===== src/rtl/vga_scanout.sv =====
// vga_scanout: 640x480@60 raster timing plus framebuffer read-out, pixel-doubled 256x240 image centred in the active area.
// Latency: fb_addr lags the raster counters by 1 pixel tick; hsync/vsync/blank/RGB lag them by 2 ticks, mutually aligned.
// Backpressure: none; the raster free-runs and fb_data must be valid 1 clk after fb_addr. Optional colour bars: VGA_SCANOUT_TESTPAT_EN.
`timescale 1ns/1ps

module vga_scanout #(
  parameter int DATA_WIDTH = 8,
  parameter int ADDR_WIDTH = 16,
  parameter int CLK_DIV    = 2,
  parameter int H_ACTIVE   = 640,
  parameter int H_FP       = 16,
  parameter int H_SYNC     = 96,
  parameter int H_BP       = 48,
  parameter int V_ACTIVE   = 480,
  parameter int V_FP       = 10,
  parameter int V_SYNC     = 2,
  parameter int V_BP       = 33,
  parameter int X_OFFSET   = 64
) (
  input  logic                  clk,
  input  logic                  rst,
  output logic [ADDR_WIDTH-1:0] fb_addr,
  input  logic [DATA_WIDTH-1:0] fb_data,
  input  logic                  test_mode,
  output logic                  hsync,
  output logic                  vsync,
  output logic                  blank,
  output logic                  vblank,
  output logic                  frame_start,
  output logic [2:0]            vga_r,
  output logic [2:0]            vga_g,
  output logic [1:0]            vga_b
);

  localparam int H_TOTAL = H_ACTIVE + H_FP + H_SYNC + H_BP;
  localparam int V_TOTAL = V_ACTIVE + V_FP + V_SYNC + V_BP;
  localparam int IMG_W   = 512;  // 256 framebuffer columns, each shown twice

  // Counters are at least 10 bits so the doubled-pixel address bits [8:1] always exist.
  localparam int HB = $clog2(H_TOTAL);
  localparam int VB = $clog2(V_TOTAL);
  localparam int MB = (HB > VB) ? HB : VB;
  localparam int CW = (MB > 10) ? MB : 10;
  localparam int DW = (CLK_DIV > 1) ? $clog2(CLK_DIV) : 1;

  localparam logic [DW-1:0] DIV_LAST = DW'(CLK_DIV - 1);
  localparam logic [CW-1:0] H_LAST   = CW'(H_TOTAL - 1);
  localparam logic [CW-1:0] V_LAST   = CW'(V_TOTAL - 1);
  localparam logic [CW-1:0] H_ACT    = CW'(H_ACTIVE);
  localparam logic [CW-1:0] V_ACT    = CW'(V_ACTIVE);
  localparam logic [CW-1:0] HS_BEG   = CW'(H_ACTIVE + H_FP);
  localparam logic [CW-1:0] HS_END   = CW'(H_ACTIVE + H_FP + H_SYNC);
  localparam logic [CW-1:0] VS_BEG   = CW'(V_ACTIVE + V_FP);
  localparam logic [CW-1:0] VS_END   = CW'(V_ACTIVE + V_FP + V_SYNC);
  localparam logic [CW-1:0] WIN_BEG  = CW'(X_OFFSET);
  localparam logic [CW-1:0] WIN_END  = CW'(X_OFFSET + IMG_W);

  logic [DW-1:0]         div;
  logic                  tick;
  logic [CW-1:0]         h_cnt;
  logic [CW-1:0]         v_cnt;
  logic [CW-1:0]         h_rel;
  logic                  h_last;
  logic                  v_last;
  logic                  in_win;
  logic                  active;
  logic                  hs_n;
  logic                  vs_n;
  logic                  s1_win;
  logic                  s1_act;
  logic                  s1_hs;
  logic                  s1_vs;
  logic [DATA_WIDTH-1:0] pix;
  logic [DATA_WIDTH-1:0] pix_nxt;
  logic                  unused_bits;

  assign tick   = (div == DIV_LAST);
  assign h_last = (h_cnt == H_LAST);
  assign v_last = (v_cnt == V_LAST);
  assign h_rel  = h_cnt - WIN_BEG;

  // Raster decode for the current (undelayed) counter state.
  assign active = (h_cnt < H_ACT) && (v_cnt < V_ACT);
  assign in_win = (h_cnt >= WIN_BEG) && (h_cnt < WIN_END) && (v_cnt < V_ACT);
  assign hs_n   = !((h_cnt >= HS_BEG) && (h_cnt < HS_END));
  assign vs_n   = !((v_cnt >= VS_BEG) && (v_cnt < VS_END));
  assign vblank = (v_cnt >= V_ACT);

  // Pixel-rate divider: tick marks the last clk of each pixel period.
  always_ff @(posedge clk) begin
    if (rst) begin
      div <= '0;
    end else if (tick) begin
      div <= '0;
    end else begin
      div <= div + 1'b1;
    end
  end

  // Horizontal/vertical raster counters, advancing once per pixel tick.
  always_ff @(posedge clk) begin
    if (rst) begin
      h_cnt <= '0;
      v_cnt <= '0;
    end else if (tick) begin
      if (h_last) begin
        h_cnt <= '0;
        v_cnt <= v_last ? '0 : v_cnt + 1'b1;
      end else begin
        h_cnt <= h_cnt + 1'b1;
      end
    end
  end

  // One-clk strobe on the tick that wraps the raster back to (0,0).
  always_ff @(posedge clk) begin
    if (rst) begin
      frame_start <= 1'b0;
    end else begin
      frame_start <= tick && h_last && v_last;
    end
  end

`ifdef VGA_SCANOUT_TESTPAT_EN
  logic [2:0] s1_bar;

  function automatic logic [7:0] bar_colour(input logic [2:0] idx);
    case (idx)
      3'd0:    bar_colour = 8'hFF;
      3'd1:    bar_colour = 8'hFC;
      3'd2:    bar_colour = 8'h1F;
      3'd3:    bar_colour = 8'h1C;
      3'd4:    bar_colour = 8'hE3;
      3'd5:    bar_colour = 8'hE0;
      3'd6:    bar_colour = 8'h03;
      default: bar_colour = 8'h00;
    endcase
  endfunction

  // Bar index travels with the stage-1 terms so the bars keep the same latency.
  always_ff @(posedge clk) begin
    if (rst) begin
      s1_bar <= '0;
    end else if (tick) begin
      s1_bar <= 3'(h_cnt / CW'(80));
    end
  end

  assign unused_bits = ^{h_rel[0], h_rel[CW-1:9], v_cnt[0], v_cnt[CW-1:9]};
`else
  assign unused_bits = ^{h_rel[0], h_rel[CW-1:9], v_cnt[0], v_cnt[CW-1:9], test_mode};
`endif

  // Stage 1: issue the framebuffer read and register the decode terms alongside it.
  always_ff @(posedge clk) begin
    if (rst) begin
      fb_addr <= '0;
      s1_win  <= 1'b0;
      s1_act  <= 1'b0;
      s1_hs   <= 1'b1;
      s1_vs   <= 1'b1;
    end else if (tick) begin
      fb_addr <= in_win ? ADDR_WIDTH'({v_cnt[8:1], h_rel[8:1]}) : '0;
      s1_win  <= in_win;
      s1_act  <= active;
      s1_hs   <= hs_n;
      s1_vs   <= vs_n;
    end
  end

  // Stage-2 pixel select: black outside the active area, borders black, bars override when enabled.
  always_comb begin
    pix_nxt = '0;
    if (s1_act) begin
      if (s1_win) begin
        pix_nxt = fb_data;
      end
`ifdef VGA_SCANOUT_TESTPAT_EN
      if (test_mode) begin
        pix_nxt = DATA_WIDTH'(bar_colour(s1_bar));
      end
`endif
    end
  end

  // Stage 2: register the visible outputs, all aligned to the same raster position.
  always_ff @(posedge clk) begin
    if (rst) begin
      pix   <= '0;
      blank <= 1'b1;
      hsync <= 1'b1;
      vsync <= 1'b1;
    end else if (tick) begin
      pix   <= pix_nxt;
      blank <= !s1_act;
      hsync <= s1_hs;
      vsync <= s1_vs;
    end
  end

  assign vga_r = pix[7:5];
  assign vga_g = pix[4:2];
  assign vga_b = pix[1:0];

endmodule


===== config.mk =====
export PLATFORM = sky130hd
export DESIGN_NAME = vga_scanout
export DESIGN_NICKNAME = d
export VERILOG_FILES = /design/src/rtl/vga_scanout.sv
export SDC_FILE = /design/constraint.sdc
export NUM_CORES = 1
export LEC_CHECK = 0
export CAP_MARGIN = 25
export CORE_MARGIN = 5
export CORE_UTILIZATION = 30
export CTS_CLUSTER_SIZE = 30
export DETAILED_ROUTE_END_ITERATION = 8
export PLACE_DENSITY = 0.47
export RECOVER_POWER = 50
export SETUP_SLACK_MARGIN = 0.02
export SYNTH_ARGS = -nofsm -noshare
export SYNTH_HDL_FRONTEND = slang
export SYNTH_SLANG_ARGS = --single-unit

===== constraint.sdc =====
create_clock -name clk -period 2.6 [get_ports clk]
set_clock_uncertainty 0.2 [all_clocks]
set_input_delay 0.52 -clock clk [delete_from_list [all_inputs] [get_ports clk]]
set_output_delay 0.52 -clock clk [all_outputs]
set_load 0.005 [all_outputs]

==> Yosys cells after proc, flatten, opt, wreduce, memory -nomap -nowiden <==
Index checks and enable logic that the tools add are counted.
{ "totals": {"ff_bits": 53, "input_bits": 11, "out_inout_bits": 29, "word_cells": 45} }
{ "classes": {"n_addsub": 4, "n_lt_le_gt_ge": 9, "eq_ne": 2, "n_mux": 5, "n_reduce_logical": 12} }
{ "op_table": {"columns": ["op", "count"], "rows": [
  ["$lt 10x10->1 const B", 3],
  ["$add 10x1->10 const B", 2],
  ["$eq 10x10->1 const B", 2],
  ["$ge 10x9->1 const B", 2],
  ["$lt 10x9->1 const B", 2],
  ["$mux 10", 2],
  ["$mux 16", 1],
  ["$mux 8", 2],
  ["$ge 10x10->1 const B", 1],
  ["$ge 10x7->1 const B", 1],
  ["$sub 9x7->9 const B", 1],
  ["$logic_and 1x1->1", 7],
  ["$logic_not 1->1", 3],
  ["$reduce_and 2->1", 1],
  ["$reduce_or 2->1", 1],
  ["$add 1x1->1 const B", 1]
]} }

==> Longest topological paths before layout <==
{ "logic_depth": {"word_depth": 4, "mapped_depth": 7, "mapped_depth_nobuf": 6} }

==> Least setup slack after synthesis <==
Ideal clock, no wire load.
{ "synth_timing": {"path_kind": "register to register", "from": "reg h_cnt[6]", "to": "reg v_cnt[2]", "setup_ns": 0.115, "arrival_time_ns": 1.555, "required_time_ns": 2.285, "path_slack_ns": 0.730, "path_stages_with_launch": 8, "n_path_buf": 1, "period_less_slack_ns": 1.870, "path_cell_list": "dfxtp_1 > inv_1 > ha_1 > nand4b_4 > nor3_2 > a41o_1 > buf_4 > nor2_1"} }
{ "synth_via": {"elab_chain_cells": 2} }
{ "synth_lines": {"columns": ["item", "line", "source"], "rows": [
  ["start: declaration", "60", "logic [CW-1:0] h_cnt;"],
  ["start signal: assignment", "110", "h_cnt <= h_cnt + 1'b1;"],
  ["$eq 10x10->1", "78", "assign h_last = (h_cnt == H_LAST);"],
  ["$reduce_and 2->1 (no source line)", null, null],
  ["end signal: assignment", "108", "v_cnt <= v_last ? '0 : v_cnt + 1'b1;"],
  ["end: declaration", "61", "logic [CW-1:0] v_cnt;"]
]} }
Every way passes these cells.
A chain may end at the register's enable or synchronous reset.

==> Worst setup path in the final report <==
{ "layout_timing": {"from": "reg v_cnt[6]", "to": "out vblank"} }
{ "layout_via": {"elab_chain_cells": 1} }
{ "layout_lines": {"columns": ["item", "line", "source"], "rows": [
  ["$ge 10x9->1", "87", "assign vblank = (v_cnt >= V_ACT);"],
  ["end: declaration", "28", "output logic vblank,"]
]} }
Every way passes these cells.

==> results.md <==
- GR Util met2: 18.3%
- Largest vdd supply drop: 0.177 mV
- Vias: 1771
- P_leak: 1.10 nW
- Fmax: 421 MHz
- Max_cap viols: 0
- Synth Register Bits: 53
- Critical Path End Type: primary output
- Worst slew margin: 45.6%
- Worst setup margin: 0.223 ns
- Initial Utilization: 31.1%
- Sw Ratio: 24.6%
- Clock Latency Late Sink: 0.32 ns
- Critical-path cell list: nand4_1, nand2b_1, clkdlybuf4s50_1
- Root buf cell: clkbuf_8
- CP bufs+invs: 1
- Comb power frac: 4.8%
- Slew @ Worst Pin: 0.815 ns
- Period minus WS final: 2.38 ns
- Layer with the highest usage: met2
- M3 GR Usage: 2.58%
- Crit path launch type: flop
- Reg power frac: 59.6%
- Status: completed
- Met1 usage: 15.5%
- Synth area leader: dfxtp_1
- # rows: 31
- Syn Std Cell Area: 2290 um^2
- DIE AREA: 9500 um^2
- Tcrit/Tclk final: 91.4%
- Setup repair after global routing missed its margin: false
- Die width: 97.5 um
- Crit Path Class: reg2out
- CTS resizes: 0
- N_diodes: 0
- Most frequent cells in the layout: dfxtp_1 (53), dlygate4sd3_1 (29), a22o_1 (25), nor2_1 (24), xnor2_1 (13)
- Worst hold path class: reg2reg
- Final net count: 289
- Reg clk slew, reported paths: 0.11 ns
- Int Pwr: 0.00105 W
- Clock power frac: 35.6%
- Area growth from synthesis to layout: 25.0%
- Critical-path top delay cell: clkdlybuf4s50_1
- Max-slew violation count: 0
- Most common cell after layout, fill and taps aside: dfxtp_1
- EDFF count, synth: 0
- TritonCTS clock tree: built
- Cts bufs inserted: 5
- Critical path fanouts, max: 8
- Setup bufs post-CTS: 0
- Maximum root-to-sink buffer count: 2
- Inst Count DP: 360
- CP required: 1.88 ns
- Synth Flop Type: dfxtp_1
- Synth warn: 0
- Hold Fails Final Rpt: 0
- Async set-or-reset flop fraction in the synthesized netlist: 0%
- Mapped Nets: 253
- Largest net degree at the start of global routing: 20
- Avg Synthesized Cell Area: 9.89 um^2
- Crit-path leading delay family: buffers and inverters
- Synth cell types: 42
- Critical Path AT: 1.66 ns
- Fin cells: 368
- Final Core Density: 38.9%
- Core area: 7370 um^2
- Cts hold-fix bufs: 0
- Pre-CTS setup slack: 0.159 ns
- GRT Total Usage: 11.5%
- DR pass1 iterations: 4
- Port Buffers: 38
- Number of H-tree levels: 2
- Total chip power: 0.00139 W
- Antenna Violating Nets Remaining: 0
- PD cells: 484 nW/um^2
- Post-synthesis sequential area ratio: 46.2%
- Post-synthesis instance total: 232
- Setup TNS: 0 ns
- Synth top area share: 46.2%
- HPWL Detailed: 3960 um
- Vias/cell: 4.81
- Die height: 97.5 um
- DR DRC count: 0
- Final setup violation count: 0
- DR WL/cell: 14.5 um
- Top cells by area, synth: dfxtp_1 (46%), a22o_1 (9.5%), ha_1 (5.5%)
- Gpl congestion: 0.758
- Share of cells above drive strength 1: 8.55%
- Grt total ovfl: 0
- Net switching power: 0.000341 W
- Clk sinks: 53
- Vias in the first global route: 1761
- Initial antenna violation count: 0
- First-pass GRT wire length: 9000 um
- IO Pins: 40
- DRT iter0 DRCs: 92
- WL final: 5330 um
- Crit-path max cell delay: 0.51 ns
[power groups by stage]
stage          clock (W)  sequential [W]  combinational, W
2_1_floorplan          0        0.000843         0.0000373
3_3_place_gp           0        0.000847         0.0000697
3_5_place_dp           0        0.000847         0.0000701
4_1_cts         0.000516        0.000828         0.0000707
5_1_grt         0.000548        0.000830         0.0000742
6_report        0.000494        0.000827         0.0000673
[layer usage]
| metal | vias to the layer above | part of all wire [%] |
|---|---|---|
| met3 | 7 | 4.1 |
| met5 | - | 0 |
| met1 | 829 | 48 |
| li1 | 889 | - |
| met2 | 46 | 47 |
| met4 | 0 | 1.0 |
[through the flow]
step	cell area, um^2	hold WS (ns)
4_1_cts	2880	0.267
5_1_grt	2870	0.296
3_3_place_gp	2780	0.234
3_5_place_dp	2780	0.241
2_1_floorplan	2290	0.218
6_report	2870	0.266
[synth_stat cells, types with 3 or more instances]
cell / n
a22o_1: 25
buf_2: 9
clkbuf_1: 6
dfxtp_1: 53
ha_1: 10
inv_1: 10
mux2i_1: 3
nand2_1: 8
nand2b_1: 4
nand3_1: 7
nand4_1: 10
nor2_1: 25
nor2b_1: 3
nor3_1: 3
nor4_1: 8
xnor2_1: 13
xor2_1: 4
[cell type report]
class / count / area (um^2)
clock buffers: 5 / 68.8
clock inverters: 3 / 26.3
fillers: 772 / 4500
inverters: 10 / 37.5
multi-input cells: 150 / 1100
flip-flops and latches: 53 / 1060
well taps: 99 / 124
repair buffers: 48 / 448
[flip-flops by register name, summed over array words and instances (netlist names)]
signal and count:
fb_addr 16, div 1, s1_vs 1, vsync 1, hsync 1, s1_win 1, h_cnt 10, v_cnt 10
s1_act 1, pix 8, frame_start 1, s1_hs 1, blank 1
[path summary, 6_finish.rpt]
kind	startpoint	end	slack (ns)	cells past startpoint
max	v_cnt[6]	vblank	0.22	3
min	s1_win	s1_win	0.27	1
max reg2reg	h_cnt[6]	v_cnt[2]	0.32	6
min reg2reg	s1_win	s1_win	0.27	1
[kinds of logic (layout without fill, tap and decap cells)]
logic type | count (synthesis) | after routing | share of synthesized area [%]
and+or+nand+nor | 81 | 81 | 20.3
adders and majority gates | 10 | 10 | 5.45
muxes | 3 | 3 | 1.31
DFF | 53 | 53 | 46.2
buffers and inverters | 29 | 66 | 5.83
AOI/OAI and AO/OA | 39 | 39 | 14.3
xor gates and xnor gates | 17 | 17 | 6.49
Power figures use the tool's default switching activity.
